==> config.mk <==
export PLATFORM = sky130hd
export DESIGN_NAME = data_capture_arbiter_flat
export DESIGN_NICKNAME = d
export VERILOG_FILES = /design/src/rtl/data_capture_arbiter_pkg.sv /design/src/rtl/data_capture_arbiter_if.sv /design/src/rtl/data_capture_arbiter_rr_arbiter2.sv /design/src/rtl/data_capture_arbiter.sv /design/src/flat_wrapper.sv
export SDC_FILE = /design/constraint.sdc
export NUM_CORES = 1
export LEC_CHECK = 0
export ABC_AREA = 1
export CORE_UTILIZATION = 30
export DETAILED_ROUTE_END_ITERATION = 6
export GPL_TIMING_DRIVEN = 0
export MAX_ROUTING_LAYER = met4
export PLACE_DENSITY = 0.64
export RECOVER_POWER = 25
export SLEW_MARGIN = 20
export SYNTH_ARGS = -nofsm -noshare
export SYNTH_HDL_FRONTEND = slang
export SYNTH_SLANG_ARGS = --single-unit
==> constraint.sdc <==
create_clock -name clock -period 6.4 [get_ports clock]
set_clock_uncertainty 0.1 [all_clocks]
set_input_delay 1.28 -clock clock [delete_from_list [all_inputs] [get_ports clock]]
set_output_delay 1.28 -clock clock [all_outputs]
set_load 0.05 [all_outputs]
==> src/rtl/data_capture_arbiter_pkg.sv <==
// Shared definitions for the data capture arbiter: FSM encoding and default
// burst geometry used by the interface and the top level.
package data_capture_arbiter_pkg;

  // Default burst geometry: words per burst and bits per word.
  localparam int DEF_CYCLES = 8;
  localparam int DEF_WIDTH  = 16;

  // Capture FSM encoding.
  typedef enum logic [1:0] {
    IDLE    = 2'd0,
    CAPTURE = 2'd1,
    DONE    = 2'd2
  } state_t;

endpackage : data_capture_arbiter_pkg

==> src/rtl/data_capture_arbiter_if.sv <==
// Bundle of the requester handshake and capture result signals.
// The slave modport is the arbiter's view; master is the requester/consumer side.
interface data_capture_arbiter_if
  import data_capture_arbiter_pkg::*;
#(
  parameter int CYCLES = DEF_CYCLES,
  parameter int WIDTH  = DEF_WIDTH
) ();

  localparam int IDX_W = (CYCLES > 1) ? $clog2(CYCLES) : 1;

  logic [1:0]              req;
  logic [1:0]              valid;
  logic [WIDTH-1:0]        data0;
  logic [WIDTH-1:0]        data1;
  logic                    abort;
  logic [1:0]              grant;
  logic                    busy;
  logic                    done;
  logic                    done_id;
  logic [IDX_W-1:0]        word_idx;
  logic [CYCLES*WIDTH-1:0] buffer;

  modport slave (
    input  req, valid, data0, data1, abort,
    output grant, busy, done, done_id, word_idx, buffer
  );

  modport master (
    output req, valid, data0, data1, abort,
    input  grant, busy, done, done_id, word_idx, buffer
  );

endinterface : data_capture_arbiter_if

==> src/rtl/data_capture_arbiter_rr_arbiter2.sv <==
// Two-way round-robin selector. A lone requester wins outright; on a tie the
// requester that was not served last wins. Purely combinational.
module rr_arbiter2 (
  input  logic [1:0] req,
  input  logic       last,
  output logic [1:0] winner
);

  // Pick the one-hot winner from the request vector and last-served index.
  always_comb begin
    winner = 2'b00;
    case (req)
      2'b01:   winner = 2'b01;
      2'b10:   winner = 2'b10;
      2'b11:   winner = last ? 2'b01 : 2'b10;
      default: winner = 2'b00;
    endcase
  end

endmodule : rr_arbiter2

==> src/rtl/data_capture_arbiter.sv <==
// Burst capture arbiter: grants one of two requesters, captures CYCLES words
// from the granted requester into a wide buffer, then pulses done for a cycle.
// Abort in CAPTURE drops the burst without a done pulse.
module data_capture_arbiter
  import data_capture_arbiter_pkg::*;
#(
  parameter int CYCLES = DEF_CYCLES,
  parameter int WIDTH  = DEF_WIDTH
) (
  input  logic                 clock,
  input  logic                 reset_n,
  data_capture_arbiter_if.slave bus
);

  localparam int                 IDX_W    = (CYCLES > 1) ? $clog2(CYCLES) : 1;
  localparam logic [IDX_W-1:0]   LAST_IDX = IDX_W'(CYCLES - 1);

  state_t                  state_reg,    state_next;
  logic [1:0]              grant_reg,    grant_next;
  logic                    last_reg,     last_next;
  logic [IDX_W-1:0]        word_idx_reg, word_idx_next;
  logic [CYCLES*WIDTH-1:0] buffer_reg,   buffer_next;
  logic                    done_reg,     done_next;
  logic                    done_id_reg,  done_id_next;
  logic                    busy_reg,     busy_next;

  logic [1:0]              win;
  logic                    gnt_idx;
  logic                    gnt_valid;
  logic [WIDTH-1:0]        gnt_word;

  rr_arbiter2 u_rr (
    .req    (bus.req),
    .last   (last_reg),
    .winner (win)
  );

  // The granted index is the upper bit of the one-hot grant; only that
  // requester's valid and data are looked at during a burst.
  assign gnt_idx   = grant_reg[1];
  assign gnt_valid = bus.valid[gnt_idx];
  assign gnt_word  = gnt_idx ? bus.data1 : bus.data0;

  // Next-state, grant, buffer and status logic of the capture FSM.
  always_comb begin
    state_next    = state_reg;
    grant_next    = grant_reg;
    last_next     = last_reg;
    word_idx_next = word_idx_reg;
    buffer_next   = buffer_reg;
    done_next     = 1'b0;
    done_id_next  = done_id_reg;

    case (state_reg)
      IDLE: begin
        // Abort has no meaning here; only requests move the FSM.
        if (bus.req != 2'b00) begin
          grant_next    = win;
          last_next     = win[1];
          word_idx_next = '0;
          state_next    = CAPTURE;
        end
      end

      CAPTURE: begin
        // Abort beats a simultaneous valid word: nothing is written.
        if (bus.abort) begin
          grant_next = 2'b00;
          state_next = IDLE;
        end else if (gnt_valid) begin
          buffer_next[word_idx_reg*WIDTH +: WIDTH] = gnt_word;
          if (word_idx_reg == LAST_IDX) begin
            state_next    = DONE;
            grant_next    = 2'b00;
            word_idx_next = '0;
            done_id_next  = gnt_idx;
            done_next     = 1'b1;
          end else begin
            word_idx_next = word_idx_reg + IDX_W'(1);
          end
        end
      end

      DONE: begin
        // Pending requests are taken from IDLE, never straight from DONE.
        state_next = IDLE;
      end

      default: begin
        state_next = IDLE;
        grant_next = 2'b00;
      end
    endcase

    busy_next = (state_next != IDLE);
  end

  // State and output registers; reset clears everything and points the
  // last-served pointer at requester 1 so requester 0 wins the first tie.
  always_ff @(posedge clock or negedge reset_n) begin
    if (!reset_n) begin
      state_reg    <= IDLE;
      grant_reg    <= 2'b00;
      last_reg     <= 1'b1;
      word_idx_reg <= '0;
      buffer_reg   <= '0;
      done_reg     <= 1'b0;
      done_id_reg  <= 1'b0;
      busy_reg     <= 1'b0;
    end else begin
      state_reg    <= state_next;
      grant_reg    <= grant_next;
      last_reg     <= last_next;
      word_idx_reg <= word_idx_next;
      buffer_reg   <= buffer_next;
      done_reg     <= done_next;
      done_id_reg  <= done_id_next;
      busy_reg     <= busy_next;
    end
  end

  assign bus.grant    = grant_reg;
  assign bus.busy     = busy_reg;
  assign bus.done     = done_reg;
  assign bus.done_id  = done_id_reg;
  assign bus.word_idx = word_idx_reg;
  assign bus.buffer   = buffer_reg;

endmodule : data_capture_arbiter
==> src/flat_wrapper.sv <==
// flat-port wrapper written by rule: the top's interface ports become plain ports
module data_capture_arbiter_flat import data_capture_arbiter_pkg::*;
#(
  parameter int CYCLES = DEF_CYCLES,
  parameter int WIDTH  = DEF_WIDTH
)
  (clock, reset_n, bus_req, bus_valid, bus_data0, bus_data1, bus_abort, bus_grant, bus_busy, bus_done, bus_done_id, bus_word_idx, bus_buffer);
  data_capture_arbiter_if #(.CYCLES(CYCLES), .WIDTH(WIDTH)) bus_i ();
  input  logic clock;
  input  logic reset_n;
  input wire logic [$bits(bus_i.req)-1:0] bus_req;
  input wire logic [$bits(bus_i.valid)-1:0] bus_valid;
  input wire logic [$bits(bus_i.data0)-1:0] bus_data0;
  input wire logic [$bits(bus_i.data1)-1:0] bus_data1;
  input wire logic [$bits(bus_i.abort)-1:0] bus_abort;
  output wire logic [$bits(bus_i.grant)-1:0] bus_grant;
  output wire logic [$bits(bus_i.busy)-1:0] bus_busy;
  output wire logic [$bits(bus_i.done)-1:0] bus_done;
  output wire logic [$bits(bus_i.done_id)-1:0] bus_done_id;
  output wire logic [$bits(bus_i.word_idx)-1:0] bus_word_idx;
  output wire logic [$bits(bus_i.buffer)-1:0] bus_buffer;
  assign bus_i.req = bus_req;
  assign bus_i.valid = bus_valid;
  assign bus_i.data0 = bus_data0;
  assign bus_i.data1 = bus_data1;
  assign bus_i.abort = bus_abort;
  assign bus_grant = bus_i.grant;
  assign bus_busy = bus_i.busy;
  assign bus_done = bus_i.done;
  assign bus_done_id = bus_i.done_id;
  assign bus_word_idx = bus_i.word_idx;
  assign bus_buffer = bus_i.buffer;
  data_capture_arbiter #(.CYCLES(CYCLES), .WIDTH(WIDTH)) u_core (.clock(clock), .reset_n(reset_n), .bus(bus_i));
endmodule
== Yosys cells after proc, flatten, opt, wreduce, memory -nomap -nowiden ==
Cells that the tools add are included.

* Bits of input ports: 39
* Memory bits (writable): 0
* Bits in latches: 0
* Bits in read-only memories: 0
* Memories kept: 0
* Register bits after elaboration: 139

* Div/mod/pow operators: 0
* Muxes and demuxes: 25
* Reduce and logical (&&, ||, !) cells: 9
* Eq/ne operators: 11
* $mul: 0
* Add/sub/neg operators: 2
* Bitwise operators: 2
* Magnitude comparators: 1
* Shift operators: 2

{| class="wikitable"
|+ Operators with widths
! cell !! count
|-
| 128-bit bitwise mux || 1
|-
| 16-bit by 34-bit variable shift with 128-bit output, first input constant || 1
|-
| 16-bit by 34-bit indexed part select with 128-bit output || 1
|-
| 7-bit negation with 34-bit output || 1
|-
| 2-bit two-way mux || 9
|-
| 16-bit two-way mux || 1
|-
| 3-bit two-way mux || 4
|-
| 2-bit case mux with 3 select lines || 2
|-
| 4-bit AND reduction || 3
|-
| 2-bit == test, second input constant || 3
|-
| 1-bit two-way mux || 6
|-
| 3-bit by 2-bit inequality test with 1-bit output, second input constant || 2
|-
| 3-bit case mux with 2 select lines || 1
|-
| 2-bit nonzero test || 3
|-
| 2-bit by 1-bit == test with 1-bit output, second input constant || 2
|-
| 2-bit by 1-bit inequality test with 1-bit output, second input constant || 2
|-
| 2-bit case mux with 2 select lines || 1
|-
| 3-bit by 1-bit adder with 3-bit output, second input constant || 1
|-
| 3-bit == test, second input constant || 1
|-
| 3-bit AND reduction || 1
|-
| 2-bit zero test || 1
|-
| 1-bit by 2-bit less-than comparator with 1-bit output, second input constant || 1
|-
| 2-bit inequality test, second input constant || 1
|-
| 1-bit NOT || 2
|-
| 2-bit AND reduction || 1
|}

== Longest topological paths before layout ==
* Word-level depth: 6
* Mapped depth: 13
* Mapped depth without buffers: 10

== Cells and area by module ==
From an unflattened synthesis, not the netlist that was laid out.

* Cells, all modules: 824
* Area total of the unflattened synthesis: 6492.5 µm²

{| class="wikitable"
|+ By module, submodules not included
! module !! sequential area each (µm²) !! times used !! cells an instance !! area each (µm²)
|-
| data_capture_arbiter || 3479.6 || 1 || 819 || 6471.2
|-
| rr_arbiter2 || 0.0 || 1 || 5 || 21.3
|}

== Worst setup path before layout ==
No wires, ideal clock.

* Path kind: register -> register
* Start point: reg u_core.word_idx_reg[0], in the netlist u_core.bus.word_idx[0]
* End point: reg u_core.buffer_reg[10], in the netlist u_core.bus.buffer[10]
* Buffers on the path: 2
* Required time: 6181 ps
* Setup time: 119 ps
* Arrival: 2222 ps
* Slack: 3959 ps
* Clock period less this slack: 2441 ps
* Cell stages (with the launch flop): 12
* Cells stage by stage: dfrtp_1 buf_4 inv_4 ha_1 ha_1 inv_1 nand3_1 nor2_2 nand2_2 buf_6 nand2_1 nand2_1

* Cells in the longest elaborated chain, start to end: 3
* Elaborated cells between the ends (all ways): 4

{| class="wikitable"
|+ Ends and longest elaborated chain
! what !! RTL line !! source
|-
| start, declared || data_capture_arbiter.sv:21 || <nowiki>logic [IDX_W-1:0] word_idx_reg, word_idx_next;</nowiki>
|-
| start signal, assigned || data_capture_arbiter.sv:114 || <nowiki>word_idx_reg <= word_idx_next;</nowiki>
|-
| 7-bit negation with 34-bit output (*) || data_capture_arbiter.sv:71 || <nowiki>buffer_next[word_idx_reg*WIDTH +: WIDTH] = gnt_word;</nowiki>
|-
| 16-bit by 34-bit indexed part select with 128-bit output or 16-bit by 34-bit variable shift with 128-bit output (tied branches) || data_capture_arbiter.sv:71 ||
|-
| 128-bit bitwise mux (*) || data_capture_arbiter.sv:71 ||
|-
| end signal, assigned || data_capture_arbiter.sv:115 || <nowiki>buffer_reg <= buffer_next;</nowiki>
|-
| end, declared || data_capture_arbiter.sv:22 || <nowiki>logic [CYCLES*WIDTH-1:0] buffer_reg, buffer_next;</nowiki>
|}

Every way passes the cells marked *; elsewhere a longest branch is shown, timed or not.
A chain may end at the register's enable or synchronous reset.

==> metrics.txt <==
top cell type by total area after synthesis=dfrtp_1; asr flop ratio synth=100%; Final Wtd Congestion=roughly 0.95; Post-Syn Nets=811; CTS Hold Bufs=0; hold_ws=approximately 0.36 ns; Final HPWL DP=15,100 µm; WL final=between 20,000 and 25,000 µm; VDD IR max=between 0.2 and 0.25 mV; nature of the critical path startpoint=input pin; clock root buffer=clkbuf_16; worst hold stages=2; Tot GR Track Use=roughly a fifth; R2R Path End=u_core.bus.buffer[37]$_DFFE_PN0P_; worst hold path type=flip-flop to flip-flop; Yosys top cell area share=54.5%; reg2reg start=u_core.bus.word_idx[0]$_DFFE_PN0P_; worst path cell trace=clkbuf_1; initial antenna violation count=0; Inserted Clock Buffers=17; syn_area_per_cell=approximately 8.3 µm²; DRT Pass-1 Iters=7; ys flop type=dfrtp_1; final non-filler cell total=approximately 1,200; Ant. Diodes=0; num ports=175; Max Fclk=roughly 240 MHz; post-synthesis sequential area ratio=around 55%; clock latency on the worst-skew pair=around 0.42 ns; via/cell ratio=4.67; Syn Inst Count=between 700 and 800; number of H-tree levels=4; global-route wire length before repair=around 32,000 µm; synth top area cells=dfrtp_1, nand2_1, nand3_1; DP Cell Count=1,213; Critical path buffers and inverters=1; max FFs per register=~130; Critical Path Fanout Max=60; Resized cells post-CTS=0; Area Overhead vs Synth=42.4%; TritonCTS clock tree=done; Final setup viols=0; hold_sp=u_core.last_reg$_DFFE_PN1P_; WL per Instance=between 15 and 20 µm; die width=147 µm; Slew @ Worst Pin=between 3 and 4 ns; kind of critical path=input pin to asynchronous set/reset pin; Hold Path End=u_core.last_reg$_DFFE_PN1P_; Remaining DRCs=0; Bufs on Longest Clock Path=2; Pwr per Cell Area=between 400 and 500 mW/mm²; WP data arrival=3.73 ns; worst r2r path cells=10; most common cell in the netlist=nand2_1; number of DRC markers in iteration 0=between 300 and 400; Die H=about 150 µm; synthesized area=~0.0063 mm²; Area after DPL=roughly 0.0085 mm²; vias in the first global route=5,747; Post-synth top cells=nand2_1, dfrtp_1, nand3_1, nor2_1, buf_2; total of max-cap violations=1; port bufs=~170; failing checks=capacitance limit, slew limit; largest net degree at the start of global routing=81; DIE AREA=about 0.022 mm²; Final Cycle Share=a little under two thirds; slew margin rel.=-131%; clk slew on worst S/H paths=~0.060 ns; CP delay by family, top=buffers and inverters; initial core utilization=30.9%; Req. time, crit path=roughly 6.1 ns; Core Area=around 0.020 mm²; Non-Filler Cell Area, Final=0.00903 mm²; Synth cell types=28; Leak=4.44 nW; Slew Limit Fails=60; Post-synth EDFFs=0; R2R setup slack=about 4.0 ns; setup_tns=0 ns; max incr delay on CP=2.39 ns; Fin. Hold Viols=0; clock sink total=~140; flops & latches, synth=roughly 140; Crit-path slowest cell=clkbuf_1; Remaining Overflow, GRT=0; # nets final=between 1,000 and 1,500; status=finished, violations left; RSZ-0062 raised after global routing=false; row count=52; share of cells above drive strength 1=a little under a tenth; Yosys warning total=0; minimum clock period=just over 4 ns; Antenna Nets Post-Route=0; Post-CTS Setup Bufs=0; CP Capture Type=asynchronous set/reset pin; vias after detailed routing=between 5,000 and 6,000
-- area by class of cell --
class	instances	area [µm²]
Buffer	44	270
Clock buffer	21	450
Clock inverter	11	139
Fill cell	2057	11500
Inverter	27	111
Multi-Input combinational cell	558	2480
Sequential cell	139	3480
Tap cell	270	338
Timing Repair Buffer	175	1760
-- logic make-up after synthesis --
| family | Yosys count | synth area share, % |
|---|---|---|
| AND/OR/NAND/NOR | 511 | 34.9 |
| flip-flops | 139 | 54.9 |
| buffers and inverters | 71 | 6.02 |
| AO/OA/AOI/OAI | 43 | 3.43 |
| adder cells (fa/ha/maj) | 4 | 0.789 |
-- through the flow --
stage,total power [mW],worst slack (ns),utilization (%)
global route,3.85,1.67,44.1
CTS,3.68,3.31,44.1
floorplan,2.12,3.96,-
global placement,2.67,-1.74,41.1
finish,3.66,2.31,44.1
detailed placement,2.68,3.45,41.2
-- where the power goes --
| group | switching [mW] | internal, mW | total (mW) |
|---|---|---|---|
| logic | 1.16 | 0.428 | 1.59 |
| clock network | 0.399 | 0.591 | 0.989 |
| registers | 0.0809 | 1.00 | 1.08 |
-- how the worst max path moves through the flow --
stage          slack (ns)  cells past startpoint                               start                                 to
2_1_floorplan        3.96                     11  u_core.bus.word_idx[0]$_DFFE_PN0P_  u_core.bus.buffer[10]$_DFFE_PN0P_
3_5_place_dp         3.45                      8                           bus_abort  u_core.bus.buffer[47]$_DFFE_PN0P_
3_3_place_gp        -1.74                      1                             reset_n  u_core.bus.buffer[52]$_DFFE_PN0P_
4_1_cts              3.31                      1  u_core.bus.word_idx[1]$_DFFE_PN0P_                    bus_word_idx[1]
5_1_grt              1.67                      1                             reset_n  u_core.bus.buffer[82]$_DFFE_PN0P_
6_report             2.31                      1                             reset_n  u_core.bus.buffer[82]$_DFFE_PN0P_
-- cell usage in the layout, fill, tap and decap left out, drive strengths merged --
| cell type | n |
|---|---|
| dfstp | 1 |
| nand4 | 16 |
| buf | 37 |
| clkinv | 5 |
| clkdlybuf4s50 | 173 |
| bufinv | 2 |
| a21boi | 1 |
| clkbuf | 30 |
| nand3 | 102 |
| clkinvlp | 2 |
| ha | 4 |
| o21ai | 36 |
| inv | 29 |
| nor2 | 53 |
| nand3b | 5 |
| nand2 | 335 |
| dfrtp | 138 |
| a21oi | 6 |
-- per-layer routing --
metal	vias up	global-route usage [%]	share of wire, %
met2	228	30.8	46
li1	2845	-	-
met5	-	-	0
met3	18	5.22	7.4
met1	2724	26.4	46
met4	0	4.85	0.96
Power figures use the tool's default switching activity.
